File: config.mk
export PLATFORM = sky130hd
export DESIGN_NAME = mem_fill_wb_unit
export DESIGN_NICKNAME = d
export VERILOG_FILES = /design/src/rtl/mem_fill_wb_unit.sv
export SDC_FILE = /design/constraint.sdc
export NUM_CORES = 1
export LEC_CHECK = 0
export ABC_CLOCK_PERIOD_IN_PS = 7300
export CAP_MARGIN = 20
export CORE_UTILIZATION = 50
export DETAILED_ROUTE_END_ITERATION = 8
export PLACE_DENSITY = 0.81
export SYNTH_ARGS = -nofsm -noshare
export SYNTH_HDL_FRONTEND = slang
export SYNTH_SLANG_ARGS = --single-unit
File: constraint.sdc
create_clock -name clk -period 7.3 [get_ports clk]
set_input_delay 0.73 -clock clk [delete_from_list [all_inputs] [get_ports clk]]
set_output_delay 0.73 -clock clk [all_outputs]
set_load 0.005 [all_outputs]
File: src/rtl/mem_fill_wb_unit.sv
// Line-fill sequencer with a small write-back buffer between L2 and main memory.
// Fills that match a queued victim are forwarded from the buffer without a memory read.
module mem_fill_wb_unit #(
    parameter int unsigned MEM_LATENCY = 10,
    parameter int unsigned WB_DEPTH    = 2,
    parameter int unsigned LINE_ADDR_W = 30
) (
    input  logic                   clk,
    input  logic                   reset,
    input  logic                   fill_req,
    input  logic [LINE_ADDR_W-1:0] fill_addr,
    output logic                   fill_done,
    output logic [31:0]            fill_data,
    output logic                   busy,
    input  logic                   wb_valid,
    input  logic [LINE_ADDR_W-1:0] wb_addr,
    input  logic [31:0]            wb_data,
    output logic                   wb_ready,
    output logic [31:0]            mem_rd_address,
    input  logic [31:0]            mem_rd_data,
    output logic                   mem_wr_en,
    output logic [31:0]            mem_wr_address,
    output logic [31:0]            mem_wr_data
);

    localparam int unsigned PTR_W = (WB_DEPTH > 1) ? $clog2(WB_DEPTH) : 1;
    localparam int unsigned CNT_W = $clog2(WB_DEPTH + 1);

    localparam logic [1:0] IDLE   = 2'd0;
    localparam logic [1:0] LOOKUP = 2'd1;
    localparam logic [1:0] FILL   = 2'd2;
    localparam logic [1:0] WRITE  = 2'd3;

    localparam logic [3:0]       LAT_M1   = 4'(MEM_LATENCY - 1);
    localparam logic [PTR_W-1:0] PTR_LAST = PTR_W'(WB_DEPTH - 1);
    localparam logic [CNT_W-1:0] CNT_FULL = CNT_W'(WB_DEPTH);

    logic [1:0]             state;
    logic [3:0]             cnt;
    logic [LINE_ADDR_W-1:0] req_addr;
    logic [LINE_ADDR_W-1:0] wb_addr_q [WB_DEPTH];
    logic [31:0]            wb_data_q [WB_DEPTH];
    logic [WB_DEPTH-1:0]    wb_vld_q;
    logic [PTR_W-1:0]       head;
    logic [PTR_W-1:0]       tail;
    logic [CNT_W-1:0]       count;

    logic        full;
    logic        push;
    logic        pop;
    logic        hit;
    logic [31:0] hit_data;

    function automatic logic [PTR_W-1:0] ptr_next(input logic [PTR_W-1:0] p);
        return (p == PTR_LAST) ? '0 : p + 1'b1;
    endfunction

    assign full           = (count == CNT_FULL);
    assign wb_ready       = !reset && !full;
    assign push           = wb_valid && wb_ready;
    assign pop            = (state == WRITE) && (cnt == '0);
    assign mem_wr_en      = pop;
    assign mem_wr_address = 32'({wb_addr_q[head], 2'b00});
    assign mem_wr_data    = wb_data_q[head];
    assign busy           = (state != IDLE);

    // Walk oldest to youngest so the last match (youngest copy) wins.
    always_comb begin
        hit      = 1'b0;
        hit_data = '0;
        for (int unsigned i = 0; i < WB_DEPTH; i++) begin
            if (wb_vld_q[head + PTR_W'(i)] && (wb_addr_q[head + PTR_W'(i)] == req_addr)) begin
                hit      = 1'b1;
                hit_data = wb_data_q[head + PTR_W'(i)];
            end
        end
    end

    always_ff @(posedge clk) begin
        if (reset) begin
            state          <= IDLE;
            cnt            <= '0;
            req_addr       <= '0;
            fill_done      <= 1'b0;
            fill_data      <= '0;
            mem_rd_address <= '0;
            wb_vld_q       <= '0;
            head           <= '0;
            tail           <= '0;
            count          <= '0;
            for (int i = 0; i < int'(WB_DEPTH); i++) begin
                wb_addr_q[i] <= '0;
                wb_data_q[i] <= '0;
            end
        end else begin
            fill_done <= 1'b0;
            case (state)
                IDLE: begin
                    if (full) begin
                        state <= WRITE;
                        cnt   <= LAT_M1;
                    end else if (fill_req && !fill_done) begin
                        state          <= LOOKUP;
                        req_addr       <= fill_addr;
                        mem_rd_address <= 32'({fill_addr, 2'b00});
                    end else if (count != '0) begin
                        state <= WRITE;
                        cnt   <= LAT_M1;
                    end
                end
                LOOKUP: begin
                    if (hit) begin
                        fill_data <= hit_data;
                        fill_done <= 1'b1;
                        state     <= IDLE;
                    end else begin
                        state <= FILL;
                        cnt   <= LAT_M1;
                    end
                end
                FILL: begin
                    if (cnt == '0) begin
                        fill_data <= mem_rd_data;
                        fill_done <= 1'b1;
                        state     <= IDLE;
                    end else begin
                        cnt <= cnt - 1'b1;
                    end
                end
                WRITE: begin
                    if (cnt == '0) begin
                        state <= IDLE;
                    end else begin
                        cnt <= cnt - 1'b1;
                    end
                end
                default: state <= IDLE;
            endcase

            if (push) begin
                wb_addr_q[tail] <= wb_addr;
                wb_data_q[tail] <= wb_data;
                wb_vld_q[tail]  <= 1'b1;
                tail            <= ptr_next(tail);
            end
            if (pop) begin
                wb_vld_q[head] <= 1'b0;
                head           <= ptr_next(head);
            end
            case ({push, pop})
                2'b10:   count <= count + 1'b1;
                2'b01:   count <= count - 1'b1;
                default: count <= count;
            endcase
        end
    end

endmodule
==> run summary, run 1 <==
status - complete, no violations
clock skew - 0.0146 ns
Avg Inst Size Synth - 10.1 µm²
placed cells - 1507
I/O pin count - 260
Seq cells post-synth - 200
hold crit path type - reg2reg
Yosys top cell by area - edfxtp_1
Layout fillers - 1602
EDFF count, synth - 124
clk sinks - 200
die area - 21700 µm²
synth unique cells - 51
routability congestion estimate from global placement - 0.818
sequential share of the synthesized area - 49.8%
post-layout minimum cycle time - 4.35 ns
initial core utilization - 51.6%
peak supply drop - 0.187 mV
H-tree Lvls - 4
fin. max-slew vios - 0
Rel. slew slack - 30.0%
GRT Util Overall - 27.1%
crit path max fanout - 60
R2R Path Start - head$_SDFFE_PP0P_
CTS tree - built
reg2reg path depth - 9
core area - 20400 µm²
Setup-failing EPs final - 0
setup repair bufs after CTS - 0
Pwr Density - 271 nW/µm²
Yosys top cell area share - 35.3%
CP startpoint - head$_SDFFE_PP0P_
Yosys warning count - 0
Worst R2R Setup Slack - 2.95 ns
RSZ-0062 raised after global routing - no
detailed-route via count - 8501
Setup CP Type - reg2reg
Root Buffer - clkbuf_16
CP Capture Type - flip-flop
crit start category - flip-flop
ys async rst share - 0%
top achievable clock speed - 230 MHz
Final Hold Vio Count - 0
CTS Buffer Depth - 2
layout cell share with drive strength beyond 1 - 8.19%
DIE HEIGHT - 147 µm
Post-Syn Area - 10500 µm²
Worst-Margin Slew - 1.05 ns
Worst Setup EP - fill_data[11]$_SDFFE_PP0P_
Cells on Worst Hold Path - 1
GRT overflow - 0
Clock Pin Slew Worst Setup and Hold Paths - 0.07 ns
CP Data Required Time - 7.68 ns
Hold Buf Count CTS - 0
P_leak - 5.18 nW
Port Buffers - 255
Post-synth top cells - 162 x nand2_1, 125 x and2_1, 124 x edfxtp_1
Min Hold Slack - 0.470 ns
count leader, synth - nand2_1
drt drc - 0
Top FF cell, synth - edfxtp_1
drt first-iter violations - 581
Rows - 52
MaxCap Viol Count - 0
Layout area overhead - 30.8%
final setup margin - 2.95 ns
initial antenna violation count - 2
Area contributors post-synth - edfxtp_1 35%, dfxtp_1 14%, and2_1 7.4%
Via density - 5.51
Die Span X - 147 µm
post-route ant nets - 0
first-pass GRT wire length - 45000 µm
post-route insts no fill - 1542
Post-Route WL - 29200 µm
vias in the first global route - 8196
Final HPWL DP - 19500 µm
pre-CTS setup slack - 2.83 ns
Register Area - 5250 µm²
area of the multi-input gates - 4950 µm²
# resized after CTS - 0
DR pass1 iterations - 5
routed wire length per instance - 18.9 µm
fin crit share - 59.6%
nets@finish - 1393
worst skew pair latency - 0.44 ns
WP data arrival - 4.72 ns
Setup TNS - 0 ns
total CTS buffers - 17
Syn Inst Count - 1043
reg-to-reg endpoint - fill_data[11]$_SDFFE_PP0P_
largest net degree at the start of global routing - 86
per-layer routing:
layer	GRT usage, %	routed length, µm
met1	34.7	12100
met2	44.3	14200
met3	5.53	1930
met4	12.1	995
met5	0	0
per-stage QoR:
stage	total power, mW	instance area, µm²	utilization [%]
floorplan	2.24	10600	-
global placement	2.78	13200	64.5
detailed placement	2.82	13200	64.6
CTS	3.73	13800	67.4
global route	3.91	13800	67.5
finish	3.73	13800	67.5
sequential cells by signal (all words and copies together), names as in the netlist, named ones only:
| name | flops |
|---|---|
| wb_data_q | 64 |
| wb_addr_q | 60 |
| fill_data | 32 |
| mem_rd_address | 30 |
| cnt | 4 |
| count | 2 |
| state | 2 |
| wb_vld_q | 2 |
| fill_done | 1 |
| head | 1 |
| tail | 1 |
kinds of logic (layout without fill, tap and decap cells):
logic type,after synthesis,after routing,share of synthesized area (%)
simple gates,416,416,19.9
flops,200,200,49.8
compound gates,185,185,10.6
mux,89,89,9.67
buf+inv,79,303,3.70
xor+xnor,65,65,5.40
fa+ha+maj,8,8,0.949
other cells,1,6,0.0356
how the worst min path moves through the flow:
stage                               startpoint                          to  slack (ns)
floorplan           fill_data[15]$_SDFFE_PP0P_  fill_data[15]$_SDFFE_PP0P_        0.47
global placement    fill_data[16]$_SDFFE_PP0P_  fill_data[16]$_SDFFE_PP0P_        0.45
detailed placement  fill_data[16]$_SDFFE_PP0P_  fill_data[16]$_SDFFE_PP0P_        0.46
CTS                 fill_data[16]$_SDFFE_PP0P_  fill_data[16]$_SDFFE_PP0P_        0.47
global route        fill_data[24]$_SDFFE_PP0P_  fill_data[24]$_SDFFE_PP0P_        0.49
finish              fill_data[16]$_SDFFE_PP0P_  fill_data[16]$_SDFFE_PP0P_        0.47
where the power goes:
group,internal [mW],total [mW],switching [mW]
Sequential,1.37,1.53,0.161
Combinational,0.653,1.28,0.624
Clock,0.506,0.924,0.418
Total,2.53,3.73,1.20
final cells by class:
type	instances	share of cell area [%]
flip-flops and latches	200	38.1
multi-input cells	767	35.9
repair buffers	264	19.3
clock buffers	21	3.19
well taps	270	2.45
clock inverters	11	0.880
inverters	7	0.191
diodes	2	0.0363
critical path, stage by stage, from the launching register on:
cell,delay [ns]
dfxtp_4,0.65
buf_16,0.32
mux2i_1,0.26
xnor2_1,0.08
nor4_1,0.42
nand4_1,0.29
or2_2,0.69
and3_1,0.63
nor2_2,0.63
a32o_1,0.25
cell usage in the layout, fill, tap and decap left out, drive strengths merged, types with 17 or more instances in the layout:
cell,count
mux2,58
xnor2,32
edfxtp,124
dfxtp,76
and2,126
nand2b,38
nor2,38
a21oi,100
nand2,162
o21a,18
clkdlybuf4s50,254
clkbuf,21
o21ai,41
mux2i,31
a32o,17
xor2,33
Power figures use the tool's default switching activity.
==> run 2, diff against run 1 <==
--- a/config.mk
+++ b/config.mk
@@ -5,7 +5,7 @@
 export SDC_FILE = /design/constraint.sdc
 export NUM_CORES = 1
 export LEC_CHECK = 0
-export ABC_CLOCK_PERIOD_IN_PS = 7300
+export ABC_CLOCK_PERIOD_IN_PS = 4100
 export CAP_MARGIN = 20
 export CORE_UTILIZATION = 50
 export DETAILED_ROUTE_END_ITERATION = 8
==> constraint.sdc (replaced) <==
create_clock -name clk -period 4.1 [get_ports clk]
set_input_delay 0.41 -clock clk [delete_from_list [all_inputs] [get_ports clk]]
set_output_delay 0.41 -clock clk [all_outputs]
set_load 0.005 [all_outputs]
==> run summary, run 2 (synthesis gave the netlist of run 1 again) <==
DIE HEIGHT - 147 µm
Worst Setup EP - fill_data[6]$_SDFFE_PP0P_
CP Data Required Time - 4.45 ns
initial core utilization - 51.6%
nets@finish - 1406
P_leak - 5.23 nW
reg-to-reg endpoint - fill_data[6]$_SDFFE_PP0P_
Rows - 52
highest-count cells in the layout ignoring fill and taps - 254 x clkdlybuf4s50_1, 162 x nand2_1, 125 x and2_1
Pwr Density - 481 nW/µm²
I/O pin count - 260
largest net degree at the start of global routing - 64
core area - 20400 µm²
met2 usage - 45.8%
met1 GRT Util - 33.5%
Layout area overhead - 31.4%
Clock Pin Slew Worst Setup and Hold Paths - 0.07 ns
die area - 21700 µm²
detailed-route via count - 8525
Rel. slew slack - 33.3%
Setup-failing EPs final - 0
worst path cell trace - mux2i_1 > xnor2_1 > nor4_1 > nand4_1 > or2_2 > a21oi_4 > o21ai_0 > a21oi_1
initial antenna violation count - 1
fin. max-slew vios - 0
drt first-iter violations - 496
final core utilization - 67.8%
Crit path depth - 8
fin crit share - 85.0%
drt drc - 0
Total Power - 6.66 mW
Largest register FFs - 64
clock skew - 0.00894 ns
Regs by FF count - wb_data_q (64), wb_addr_q (60), fill_data (32)
Worst-Margin Slew - 1.00 ns
CTS tree - built
GRT overflow - 0
Die Span X - 147 µm
R2R Path Start - head$_SDFFE_PP0P_
met3 usage - 4.53%
gr busiest metal - met2
pre-CTS setup slack - 0.734 ns
post-route ant nets - 0
setup repair bufs after CTS - 0
H-tree Lvls - 4
routability congestion estimate from global placement - 0.824
layout cell share with drive strength beyond 1 - 9.35%
CP peak stage delay - 0.67 ns
Final HPWL DP - 19900 µm
crit path max fanout - 22
Worst R2R Setup Slack - 0.61 ns
CP Capture Type - flip-flop
first-pass GRT wire length - 44300 µm
Setup TNS - 0 ns
CTS Buffer Depth - 2
post-layout minimum cycle time - 3.49 ns
Setup CP Type - reg2reg
RSZ-0062 raised after global routing - no
hold crit path type - reg2reg
Hold Buf Count CTS - 0
reg2reg path depth - 8
vias in the first global route - 8265
top achievable clock speed - 287 MHz
GRT Util Overall - 26.8%
Final Hold Vio Count - 0
Buf/Inv on CP - 0
WP data arrival - 3.84 ns
# resized after CTS - 0
status - complete, no violations
Reg with most FFs - wb_data_q
peak supply drop - 0.309 mV
worst skew pair latency - 0.43 ns
Root Buffer - clkbuf_16
MaxCap Viol Count - 0
clk sinks - 200
DR pass1 iterations - 5
routed wire length per instance - 18.9 µm
Min Hold Slack - 0.470 ns
total CTS buffers - 17
crit start category - flip-flop
CP startpoint - head$_SDFFE_PP0P_
delay-heaviest family, CP - simple AND/OR/NAND/NOR gates
slowest stage cell on the critical path - nor4_1
Port Buffers - 255
most common cell after layout, fill and taps aside - clkdlybuf4s50_1
Post-Route WL - 29400 µm
final setup margin - 0.614 ns
Via density - 5.49
==> run 2: cell types whose count changed in the layout (fill, tap and decap cells not counted), sizes merged <==
cell	delta
buf	+13
bufinv	-1
clkbuf	-2
clkinv	-2
clkinvlp	+3
diode	-1
inv	+2
==> run 2: cell type report <==
| type | count | area (µm²) |
|---|---|---|
| diodes | 1 | 2.50 |
| clock buffers | 19 | 433 |
| clock inverters | 13 | 119 |
| fillers | 1640 | 6570 |
| inverters | 7 | 26.3 |
| multi-input cells | 767 | 4950 |
| flip-flops and latches | 200 | 5250 |
| well taps | 270 | 338 |
| repair buffers | 277 | 2730 |
==> run 2: worst register-to-register path: cells and delay by family, from the launching register on <==
family          cells  cell delay [ns]
compound gates      3             0.92
xor+xnor            1             0.09
flops               1             0.61
mux                 1             0.28
simple gates        3             1.51
==> run 2: worst min-delay path by stage <==
stage                                from                          to  slack (ns)  cells past startpoint
3_5_place_dp   fill_data[21]$_SDFFE_PP0P_  fill_data[21]$_SDFFE_PP0P_        0.46                      1
3_3_place_gp   fill_data[14]$_SDFFE_PP0P_  fill_data[14]$_SDFFE_PP0P_        0.45                      1
5_1_grt        fill_data[14]$_SDFFE_PP0P_  fill_data[14]$_SDFFE_PP0P_        0.49                      1
2_1_floorplan  fill_data[15]$_SDFFE_PP0P_  fill_data[15]$_SDFFE_PP0P_        0.47                      1
6_report       fill_data[18]$_SDFFE_PP0P_  fill_data[18]$_SDFFE_PP0P_        0.47                      1
4_1_cts        fill_data[14]$_SDFFE_PP0P_  fill_data[14]$_SDFFE_PP0P_        0.47                      1
==> run 2: stage by stage <==
step / area [µm²] / instances
detailed placement: 13300 / 1520
floorplan: 10600 / 1046
global placement: 13300 / 1520
global route: 13900 / 1554
finish: 13900 / 1554
CTS: 13800 / 1552
==> run 2: routing by layer <==
layer,vias up,part of all wire (%),wire length (µm)
met1,4077,42,12300
li1,4061,-,-
met3,59,5.7,1670
met2,328,50,14600
met5,-,0,0
met4,0,2.9,861
==> run 2: where the power goes <==
group / leakage [nW] / internal (mW) / total (mW) / switching [mW]
combinational: 3.05 / 1.19 / 2.34 / 1.15
sequential: 1.92 / 2.44 / 2.71 / 0.268
clock: 0.257 / 0.844 / 1.61 / 0.771
total: 5.23 / 4.47 / 6.66 / 2.19
